`src/rtl/wb_retire_queue.sv`:
```
// In-order writeback retire buffer between MEM and the register file.
// Forwards from every buffered entry and raises a one-cycle flush when a faulting entry retires.
module wb_retire_queue #(
  parameter int DATA_W = 32,
  parameter int PC_W   = 32,
  parameter int REG_AW = 5,
  parameter int DEPTH  = 2,
  parameter int EXC_W  = 6
) (
  input  logic              clk,
  input  logic              reset,
  input  logic              ms_to_ws_valid,
  output logic              ws_allowin,
  input  logic              ms_gr_we,
  input  logic [REG_AW-1:0] ms_dest,
  input  logic [DATA_W-1:0] ms_result,
  input  logic [PC_W-1:0]   ms_pc,
  input  logic              ms_is_exc,
  input  logic [EXC_W-1:0]  ms_exc_code,
  input  logic              rf_ready,
  output logic              rf_we,
  output logic [REG_AW-1:0] rf_waddr,
  output logic [DATA_W-1:0] rf_wdata,
  input  logic [REG_AW-1:0] ds_rj,
  input  logic [REG_AW-1:0] ds_rk,
  output logic              fwd_rj_hit,
  output logic              fwd_rk_hit,
  output logic [DATA_W-1:0] fwd_rj_data,
  output logic [DATA_W-1:0] fwd_rk_data,
  output logic              ws_flush,
  output logic [PC_W-1:0]   ws_flush_pc,
  output logic [EXC_W-1:0]  ws_flush_code,
  output logic [PC_W-1:0]   debug_wb_pc,
  output logic [3:0]        debug_wb_rf_we,
  output logic [REG_AW-1:0] debug_wb_rf_wnum,
  output logic [DATA_W-1:0] debug_wb_rf_wdata
);

  localparam int PTR_W = $clog2(DEPTH);
  localparam int CNT_W = PTR_W + 1;
  localparam logic [CNT_W-1:0] FULL = CNT_W'(DEPTH);

  typedef struct packed {
    logic              gr_we;
    logic [REG_AW-1:0] dest;
    logic [DATA_W-1:0] result;
    logic [PC_W-1:0]   pc;
    logic              is_exc;
    logic [EXC_W-1:0]  code;
  } entry_t;

  entry_t            mem_q [DEPTH];
  entry_t            head_e;
  logic [PTR_W-1:0]  head_q, head_d, tail_q, tail_d;
  logic [CNT_W-1:0]  count_q, count_d;
  logic              non_empty, retire, push;
  logic [PTR_W-1:0]  scan_idx;

  assign head_e    = mem_q[head_q];
  assign non_empty = (count_q != '0);
  assign ws_allowin = (count_q != FULL);
  // Gating with reset keeps the reset cycle free of RF writes and flushes.
  assign retire    = non_empty && rf_ready && !reset;
  assign ws_flush  = retire && head_e.is_exc;
  assign push      = ms_to_ws_valid && ws_allowin && !ws_flush;

  // Entry storage is not reset; slots outside head..tail are masked by count.
  always_ff @(posedge clk) begin
    if (push) begin
      mem_q[tail_q] <= '{gr_we: ms_gr_we, dest: ms_dest, result: ms_result,
                         pc: ms_pc, is_exc: ms_is_exc, code: ms_exc_code};
    end
  end

  always_ff @(posedge clk) begin
    if (reset) begin
      head_q  <= '0;
      tail_q  <= '0;
      count_q <= '0;
    end else begin
      head_q  <= head_d;
      tail_q  <= tail_d;
      count_q <= count_d;
    end
  end

  always_comb begin
    head_d  = head_q;
    tail_d  = tail_q;
    count_d = count_q;
    if (ws_flush) begin
      head_d  = '0;
      tail_d  = '0;
      count_d = '0;
    end else begin
      if (push)   tail_d = tail_q + 1'b1;
      if (retire) head_d = head_q + 1'b1;
      if (push && !retire)      count_d = count_q + 1'b1;
      else if (!push && retire) count_d = count_q - 1'b1;
    end
  end

  always_comb begin
    rf_we             = retire && head_e.gr_we && !head_e.is_exc;
    rf_waddr          = non_empty ? head_e.dest   : '0;
    rf_wdata          = non_empty ? head_e.result : '0;
    ws_flush_pc       = ws_flush ? head_e.pc   : '0;
    ws_flush_code     = ws_flush ? head_e.code : '0;
    debug_wb_rf_we    = {4{rf_we}};
    debug_wb_pc       = non_empty ? head_e.pc     : '0;
    debug_wb_rf_wnum  = non_empty ? head_e.dest   : '0;
    debug_wb_rf_wdata = non_empty ? head_e.result : '0;
  end

  // Walk oldest to youngest so the youngest matching entry wins.
  always_comb begin
    fwd_rj_hit  = 1'b0;
    fwd_rk_hit  = 1'b0;
    fwd_rj_data = '0;
    fwd_rk_data = '0;
    scan_idx    = '0;
    for (int k = 0; k < DEPTH; k++) begin
      scan_idx = head_q + PTR_W'(k);
      if ((CNT_W'(k) < count_q) && mem_q[scan_idx].gr_we && !mem_q[scan_idx].is_exc) begin
        if (ds_rj != '0 && mem_q[scan_idx].dest == ds_rj) begin
          fwd_rj_hit  = 1'b1;
          fwd_rj_data = mem_q[scan_idx].result;
        end
        if (ds_rk != '0 && mem_q[scan_idx].dest == ds_rk) begin
          fwd_rk_hit  = 1'b1;
          fwd_rk_data = mem_q[scan_idx].result;
        end
      end
    end
  end

endmodule

```
`config.mk`:
```
export PLATFORM = sky130hd
export DESIGN_NAME = wb_retire_queue
export DESIGN_NICKNAME = d
export VERILOG_FILES = /design/src/rtl/wb_retire_queue.sv
export SDC_FILE = /design/constraint.sdc
export NUM_CORES = 1
export LEC_CHECK = 0
export CAP_MARGIN = 40
export CORE_AREA = 5 5 163 165
export DETAILED_ROUTE_END_ITERATION = 6
export DIE_AREA = 0 0 168 170
export GPL_ROUTABILITY_DRIVEN = 0
export SETUP_SLACK_MARGIN = 0.05
export SLEW_MARGIN = 20
export SYNTH_ARGS = -nofsm -noshare
export SYNTH_HDL_FRONTEND = slang
export SYNTH_SLANG_ARGS = --single-unit
```
`constraint.sdc`:
```
create_clock -name clk -period 17.17 [get_ports clk]
set_input_delay 4.2925 -clock clk [delete_from_list [all_inputs] [get_ports clk]]
set_output_delay 4.2925 -clock clk [all_outputs]
set_load 0.02 [all_outputs]
```
==> results_dict.tcl, run 1 <==
set metrics [dict create \
    dr_total_vias 5403 \
    htreeDepth 4 \
    final_area_um2 11400 \
    cts_resized 0 \
    crit_fanout 23 \
    postCtsSetupBuffers 0 \
    ir_worst_vdd_mv 0.0633 \
    status "finished, final reports clean" \
    synth_top_area_cell "edfxtp_1" \
    dpl_cell_area_um2 10800 \
    num_antenna_cells 0 \
    start_kind "input pin" \
    start_util_pct 30.5 \
    cts.sinks 159 \
    wl_um 21800 \
    period_needed_ps 11700 \
    skew_ps 15.1 \
    max_freq_mhz 85.5 \
    core_area_um2 24900 \
    final_nets 925 \
    grt.total_usage_pct 14.8 \
    synthDistinctLibCells 36 \
    die_h_um 170 \
    ys_seq_area_share_pct 62.2 \
    die_area_um2 28600 \
    yosys_register_bits 159 \
    leakage_nw 3.76 \
    netlist_area_um2 7590 \
    worstSetupEndpointType "primary output" \
    path_class "in -> out" \
    clkTransAtPathRegs_ps 70 \
    ys.flop_type "edfxtp_1" \
    layout-drive-gt1-share_pct 6.41 \
    hold_path_depth 2 \
    synth_edf_count 154 \
    setup_viol 0 \
    gr-total-overflow 0 \
    clockBufferDepth 2 \
    r2r_cells 9 \
    drc 0 \
    synth_area_leaders "edfxtp_1, mux2i_1, a22o_1, nor2_1, buf_4" \
    synth_warnings 0 \
    drv_cap 0 \
    grt_pass1_vias 5663 \
    drtIter0Drc 294 \
    relSlewSlack_pct 49.6 \
    r2r_slack_ps 12990 \
    setup_tns_ps 0 \
    port_buffers 307 \
    cts-root-buf "clkbuf_16" \
    io_pins 308 \
    synth_top_area_share_pct 60.9 \
    async_flop_share_pct 0 \
    synth_nets 664 \
    numCtsBuffers 17 \
    antenna_found_initial 0 \
    slew_violations 0 \
    cts_hold_buffers 0 \
    fin_crit_sh_pct 68.1 \
    synth_commonest_cells "edfxtp_1, nor2_1, mux2i_1" \
    endpoint "fwd_rk_data[0]" \
    synth_most_common_cell "edfxtp_1" \
    startpoint "ds_rk[1]" \
    firstDrtPassIters 4 \
    syn_inst 569 \
    cts_tree "yes" \
    final_core_util_pct 45.6 \
    hpwl_um 15900 \
    die_x_um 168 \
    tightest_slew_ps 736 \
    r2r-end "mem_q[1][36]" \
    grt_pass1_wl_um 32900 \
    fp-row-count 58 \
    clock_latency_ps 420 \
    grt_setup_unrepaired "no" \
    pwr_density_cell_nw_per_um2 135 \
    ant_nets 0 \
    grt_max_degree 72 \
    hold_viol 0 \
    required_ps 12880 \
    area_growth_pct 49.6 \
    detail_route.vias_per_cell 4.61 \
    hold_class "reg -> reg" \
    routedWlPerCell_um 18.6 \
    avgSynthCellArea_um2 13.3 \
    crit_arrival_ps 7400 \
]
## critical path, stage by stage
cell,delay [ps]
clkdlybuf4s50_1,480
or4_1,530
nor2_1,220
nor2_1,70
nand4b_1,190
mux2i_4,560
buf_16,230
a22o_1,190
clkdlybuf4s50_1,620
## stage by stage
stage	power (mW)	hold WS, ps	setup WS [ps]	std cells
2_1_floorplan	0.924	507	6900	569
3_3_place_gp	1.17	531	5120	1136
3_5_place_dp	1.17	545	5430	1140
4_1_cts	1.56	559	5430	1171
5_1_grt	1.62	624	5340	1172
6_report	1.54	557	5470	1172
## power breakdown
part / switching (mW) / internal [mW]
Combinational: 0.338 / 0.264
Clock: 0.169 / 0.208
Sequential: 0.0437 / 0.515
Total: 0.551 / 0.986
## routing by layer
layer | GRT usage (%) | part of all wire, %
met1 | 18.9 | 43
met2 | 24.5 | 47
met3 | 4.62 | 8.7
met4 | 3.95 | 1.1
met5 | 0 | 0
## cell usage in the layout (no fill, tap or decap), drive strengths merged, types with 2 or more instances in the layout
master,n
nor3,7
nor2,116
clkbuf,17
a22o,64
and3,2
xnor2,18
nor4,3
ha,4
clkdlybuf4s50,307
mux2i,82
nand4,3
nand2,3
or4,2
nand3b,2
xor2,6
mux2,3
inv,17
dfxtp,5
buf,10
nand3,4
edfxtp,154
## cells by family (layout without fill, tap and decap cells)
kind of cell,Yosys count,in the layout,synth area share [%]
XOR/XNOR,24,24,2.77
AND/OR/NAND/NOR,149,149,8.68
flip-flops,159,159,62.2
adder cells (fa/ha/maj),4,4,0.659
buffers and inverters,81,354,6.66
AO/OA/AOI/OAI,67,67,7.63
multiplexers,85,85,11.4
## state kept, by name (all words and copies together), names as in the netlist, named ones only
name	count
count_q	2
head_q	1
mem_q	154
tail_q	1
## area by class of cell
class / count / area (um2)
Inverter: 6 / 22.5
Timing Repair Buffer: 317 / 3210
Clock inverter: 14 / 163
Sequential cell: 159 / 4730
Tap cell: 330 / 413
Clock buffer: 17 / 425
Multi-Input combinational cell: 329 / 2390
Fill cell: 2280 / 13500
## worst min path at each step
stage / start / end / slack [ps]
6_report: count_q[1] / count_q[1] / 560
3_3_place_gp: count_q[1] / count_q[1] / 530
4_1_cts: count_q[1] / count_q[1] / 560
3_5_place_dp: count_q[1] / count_q[1] / 550
5_1_grt: count_q[0] / count_q[0] / 620
2_1_floorplan: count_q[1] / count_q[1] / 510
Note: power is estimated with default switching activity, not from simulation.
==> inputs of run 2 (changes only) <==
clock period = 11.6 ns   (was 17.17 ns; I/O delays follow)
==> run 2 against run 1 <==
Against the previous run:
- count of clock-buffer cells in the layout grew 1
- utilization decreased by 0.14 points
- via count is essentially flat
- critical path depth unchanged
- die area unchanged
- non-clock buffer count fell by 1
- flip-flop and latch count stayed put
- power grew 47%
- worst hold slack lost 8.6 ps
- clock skew up 3.7 ps
- final cell count did not move
- critical endpoint unchanged
- largest cell class unchanged
- largest power group unchanged
- highest routed layer unchanged
==> results_dict.tcl, run 2 (synthesized netlist as in run 1, its figures left out) <==
set metrics [dict create \
    status "finished, final reports clean" \
    r2r-end "mem_q[1][46]" \
    mostFrequentLayoutCell "clkdlybuf4s50_1" \
    cts_resized 0 \
    route.met3.wl_um 1840 \
    hold_viol 0 \
    clockBufferDepth 2 \
    grt.total_usage_pct 14.6 \
    fin_crit_sh_pct 76.9 \
    slew_violations 0 \
    grt_pass1_wl_um 32500 \
    clock_latency_ps 420 \
    ant_nets 0 \
    ir_worst_vdd_mv 0.116 \
    maxUsedRoutingLayer "met4" \
    wl_met1_um 9380 \
    r2r_start "count_q[1]" \
    drc 0 \
    start_kind "input pin" \
    area_growth_pct 49.1 \
    die_area_um2 28600 \
    start_util_pct 30.5 \
    setup_tns_ps 0 \
    htreeDepth 4 \
    wl_um 21500 \
    hpwl_um 15700 \
    wl_met2_um 10100 \
    switching_power_mw 0.803 \
    setup_viol 0 \
    die_h_um 170 \
    tightest_slew_ps 797 \
    path_class "in -> out" \
    antenna_found_initial 0 \
    period_needed_ps 8930 \
    fin_cells 1172 \
    cts_hold_buffers 0 \
    hold_class "reg -> reg" \
    cts_tree "yes" \
    dr_total_vias 5402 \
    clkTransAtPathRegs_ps 60 \
    pwr_density_cell_nw_per_um2 199 \
    relSlewSlack_pct 46.8 \
    largest_registers "mem_q (154), count_q (2)" \
    hold_path_end "count_q[1]" \
    pwr-share-comb_pct 39.2 \
    cts-root-buf "clkbuf_16" \
    gr-total-overflow 0 \
    clkPwrFrac_pct 24.1 \
    final_nets 924 \
    r2r_cells 10 \
    finalWorstSetupSlack_ps 2670 \
    top_register "mem_q" \
    routedWlPerCell_um 18.3 \
    crit_fanout 23 \
    max_freq_mhz 112 \
    die_x_um 168 \
    detail_route.vias_per_cell 4.61 \
    switching_share_pct 35.6 \
    leakage_nw 3.75 \
    cts.sinks 159 \
    numCtsBuffers 17 \
    num_antenna_cells 0 \
    seq_power_share_pct 36.7 \
    most-common-layout-cells "clkdlybuf4s50_1, edfxtp_1, nor2_1" \
    io_pins 308 \
    place_inst 1139 \
    r2r_slack_ps 7990 \
    largest_register_ffs 154 \
    firstDrtPassIters 4 \
    required_ps 8700 \
    drv_cap 0 \
    crit_arrival_ps 6030 \
    pre_cts_slack_ps 2620 \
    hold_path_depth 2 \
    grt_setup_unrepaired "no" \
    port_buffers 307 \
    grt_pass1_vias 5639 \
    layout-drive-gt1-share_pct 6.29 \
    worstSetupEndpointType "primary output" \
    whs_ps 548 \
    postCtsSetupBuffers 0 \
    fp-row-count 58 \
    power.internal_mw 1.45 \
    min_from "count_q[1]" \
    drtIter0Drc 256 \
    grt_max_degree 72 \
    core_area_um2 24900 \
    skew_ps 18.8 \
]
==> run 2: cell types whose count changed in the layout (fill, tap and decap cells not counted), sizes merged <==
cell and delta:
clkinv +1, buf -1, clkbuf +1, clkinvlp +1
inv -2
==> run 2: critical path: stages <==
cell and delay [ps]:
clkdlybuf4s50_1 500, or4_1 560, nor2_1 230, nor2_1 70, nand4b_1 180, mux2i_4 530
buf_16 220, a22o_1 190, clkdlybuf4s50_1 620
==> run 2: area by class of cell <==
class	instances	area, um2
Clock buffer	18	429
Inverter	6	22.5
Tap cell	330	413
Sequential cell	159	4730
Timing Repair Buffer	316	3190
Clock inverter	14	145
Fill cell	2251	13600
Multi-Input combinational cell	329	2390
==> run 2: power by group through the flow <==
stage                     registers (mW)  logic (mW)  clock network, mW
after floorplan                    0.819       0.548                  0
after global placement             0.843       0.886                  0
after detailed placement           0.842       0.890                  0
after CTS                          0.829       0.893              0.563
after global routing               0.841       0.949              0.590
final                              0.828       0.885              0.543
==> run 2: layer usage <==
| layer | vias to the layer above | track usage (%) |
|---|---|---|
| met5 | - | 0 |
| met4 | 0 | 3.18 |
| met3 | 9 | 4.99 |
| met2 | 242 | 23.9 |
| met1 | 2565 | 18.8 |
| li1 | 2586 | - |
==> run 2: through the flow <==
step	area [um2]	total power [mW]	util, %
after detailed placement	10700	1.73	43.1
after global placement	10700	1.73	42.9
after CTS	11300	2.29	45.4
final	11300	2.26	45.5
after floorplan	7590	1.37	-
after global routing	11300	2.38	45.5
==> run 2: worst max-delay path by stage <==
stage,start,cells past startpoint,slack (ps),end
after floorplan,ds_rk[1],7,4120,fwd_rk_data[10]
after global placement,ds_rk[1],8,2340,fwd_rk_data[0]
after detailed placement,ds_rk[1],9,2620,fwd_rk_data[0]
after CTS,ds_rk[1],9,2610,fwd_rk_data[0]
after global routing,ds_rk[1],9,2520,fwd_rk_data[0]
final,ds_rk[1],9,2670,fwd_rk_data[0]
==> inputs of run 3 (changes only) <==
clock period = 9.18 ns   (was 11.6 ns; I/O delays follow)
==> run 3 against run 2 <==
Against the previous run:
- first-iteration DRC count increased by 30%
- final cell count about the same
- sequential share of layout area about the same
- global-route usage is 0.22 points higher
- die area unchanged
- worst setup slack worse by 1200 ps
- design area is essentially flat
- count of clock-buffer cells in the layout down 1
- routed wire length rose by 1.6%
- sequential power increased by 27%
- worst hold slack lost 3.7 ps
- combinational power is 27% higher
- critical path type unchanged
- largest cell class unchanged
- highest routed layer is now met5
==> results_dict.tcl, run 3 (synthesized netlist as in run 1, its figures left out) <==
set metrics [dict create \
    min_from "count_q[1]" \
    area_growth_pct 49.1 \
    skew_ps 18.2 \
    detail_route.vias_per_cell 4.69 \
    clockBufferDepth 2 \
    dr_total_vias 5490 \
    grt.total_usage_pct 14.8 \
    required_ps 6890 \
    die_x_um 168 \
    leakage_nw 3.75 \
    drc 0 \
    start_util_pct 30.5 \
    start_kind "input pin" \
    ant_nets 0 \
    hold_class "reg -> reg" \
    wl_um 21800 \
    max_stage_delay_ps 630 \
    fp-row-count 58 \
    hold_path_end "count_q[1]" \
    layout-drive-gt1-share_pct 6.30 \
    firstDrtPassIters 4 \
    path_class "in -> out" \
    drtIter0Drc 334 \
    routedWlPerCell_um 18.6 \
    hold_path_depth 2 \
    htreeDepth 4 \
    core_area_um2 24900 \
    final_core_util_pct 45.5 \
    die_area_um2 28600 \
    fillers 2258 \
    largest_register_ffs 154 \
    setup_viol 0 \
    most-common-layout-cells "clkdlybuf4s50_1, edfxtp_1, nor2_1" \
    numCtsBuffers 17 \
    fin_cells 1171 \
    slew_violations 0 \
    cts_tree "yes" \
    period_needed_ps 7720 \
    pre_cts_slack_ps 1480 \
    cts-root-buf "clkbuf_16" \
    grt_max_degree 73 \
    hpwl_um 15900 \
    crit_arrival_ps 5430 \
    grt_setup_unrepaired "no" \
    clock_latency_ps 430 \
    setup_tns_ps 0 \
    ir_worst_vdd_mv 0.138 \
    cpMaxStageDelayCell "clkdlybuf4s50_1" \
    port_buffers 307 \
    final_area_um2 11300 \
    largest_registers "mem_q (154), count_q (2)" \
    gr-total-overflow 0 \
    die_h_um 170 \
    num_antenna_cells 0 \
    cts_hold_buffers 0 \
    whs_ps 544 \
    worstSetupEndpointType "primary output" \
    place_inst 1139 \
    finalWorstSetupSlack_ps 1460 \
    status "finished, final reports clean" \
    relSlewSlack_pct 46.9 \
    top_register "mem_q" \
    r2r_slack_ps 4880 \
    pwr_density_cell_nw_per_um2 251 \
    grt_pass1_wl_um 33000 \
    r2r_cells 8 \
    tightest_slew_ps 797 \
    antenna_found_initial 2 \
    max_freq_mhz 129 \
    final_nets 924 \
    grt_pass1_vias 5680 \
    drv_cap 0 \
    crit_fanout 23 \
    clkTransAtPathRegs_ps 70 \
    worstPathCellList "clkdlybuf4s50_1 > or4_1 > nor2_1 > nor2_1 > nand4b_1 > mux2i_4 > buf_8 > a22o_1 > clkdlybuf4s50_1" \
    io_pins 308 \
    fin_crit_sh_pct 84.1 \
    cts.sinks 159 \
    hold_viol 0 \
    mostFrequentLayoutCell "clkdlybuf4s50_1" \
    p_total_mw 2.85 \
    cts_resized 0 \
    dpl_cell_area_um2 10700 \
    postCtsSetupBuffers 0 \
    r2r-end "mem_q[1][65]" \
]
==> run 3: cell types whose count changed in the layout (fill, tap and decap cells not counted) <==
cell	delta
bufinv_16	-1
clkinvlp_4	-1
clkbuf_1	-1
inv_8	+1
clkinv_2	-1
clkinv_8	+2
inv_6	-1
clkinv_4	+1
==> run 3: area by class of cell <==
class,count,area [um2],area share [%]
sequential,159,4730,41.8
inverter,6,22.5,0.199
clock inverter,14,146,1.29
tap,330,413,3.65
timing repair buffer,316,3190,28.2
clock buffer,17,425,3.76
multi-input combinational,329,2390,21.1
==> run 3: how the worst max path moves through the flow <==
stage,startpoint,to,slack [ps],cells past startpoint
after CTS,ds_rk[1],fwd_rk_data[0],1470,9
after global routing,ds_rk[1],fwd_rk_data[0],1360,9
after detailed placement,ds_rk[1],fwd_rk_data[0],1480,9
after floorplan,rf_ready,mem_q[0][0],2730,4
after global placement,ds_rk[1],fwd_rk_data[0],1170,8
final,ds_rk[1],fwd_rk_data[0],1460,9
==> run 3: worst max-delay path: cells and delay by family <==
kind | cells | cell delay, ps
AND/OR/NAND/NOR | 4 | 1010
multiplexers | 1 | 460
AO/OA/AOI/OAI | 1 | 230
buffers and inverters | 3 | 1400
==> run 3: per-layer routing <==
metal / share of wire (%) / wire [um] / vias up / GRT usage, %
li1: - / - / 2588 / -
met1: 43 / 9470 / 2616 / 19.1
met2: 46 / 10100 / 262 / 24.1
met3: 8.5 / 1870 / 20 / 4.76
met4: 1.5 / 323 / 4 / 4.09
met5: 0.13 / 29 / - / 0
==> run 3: report_power, final <==
group          switching [mW]  leakage, nW  total (mW)  internal [mW]
sequential             0.0881         1.48        1.05          0.964
clock                   0.317        0.279       0.678          0.362
combinational           0.627         1.99        1.12          0.489
total                    1.03         3.75        2.85           1.81
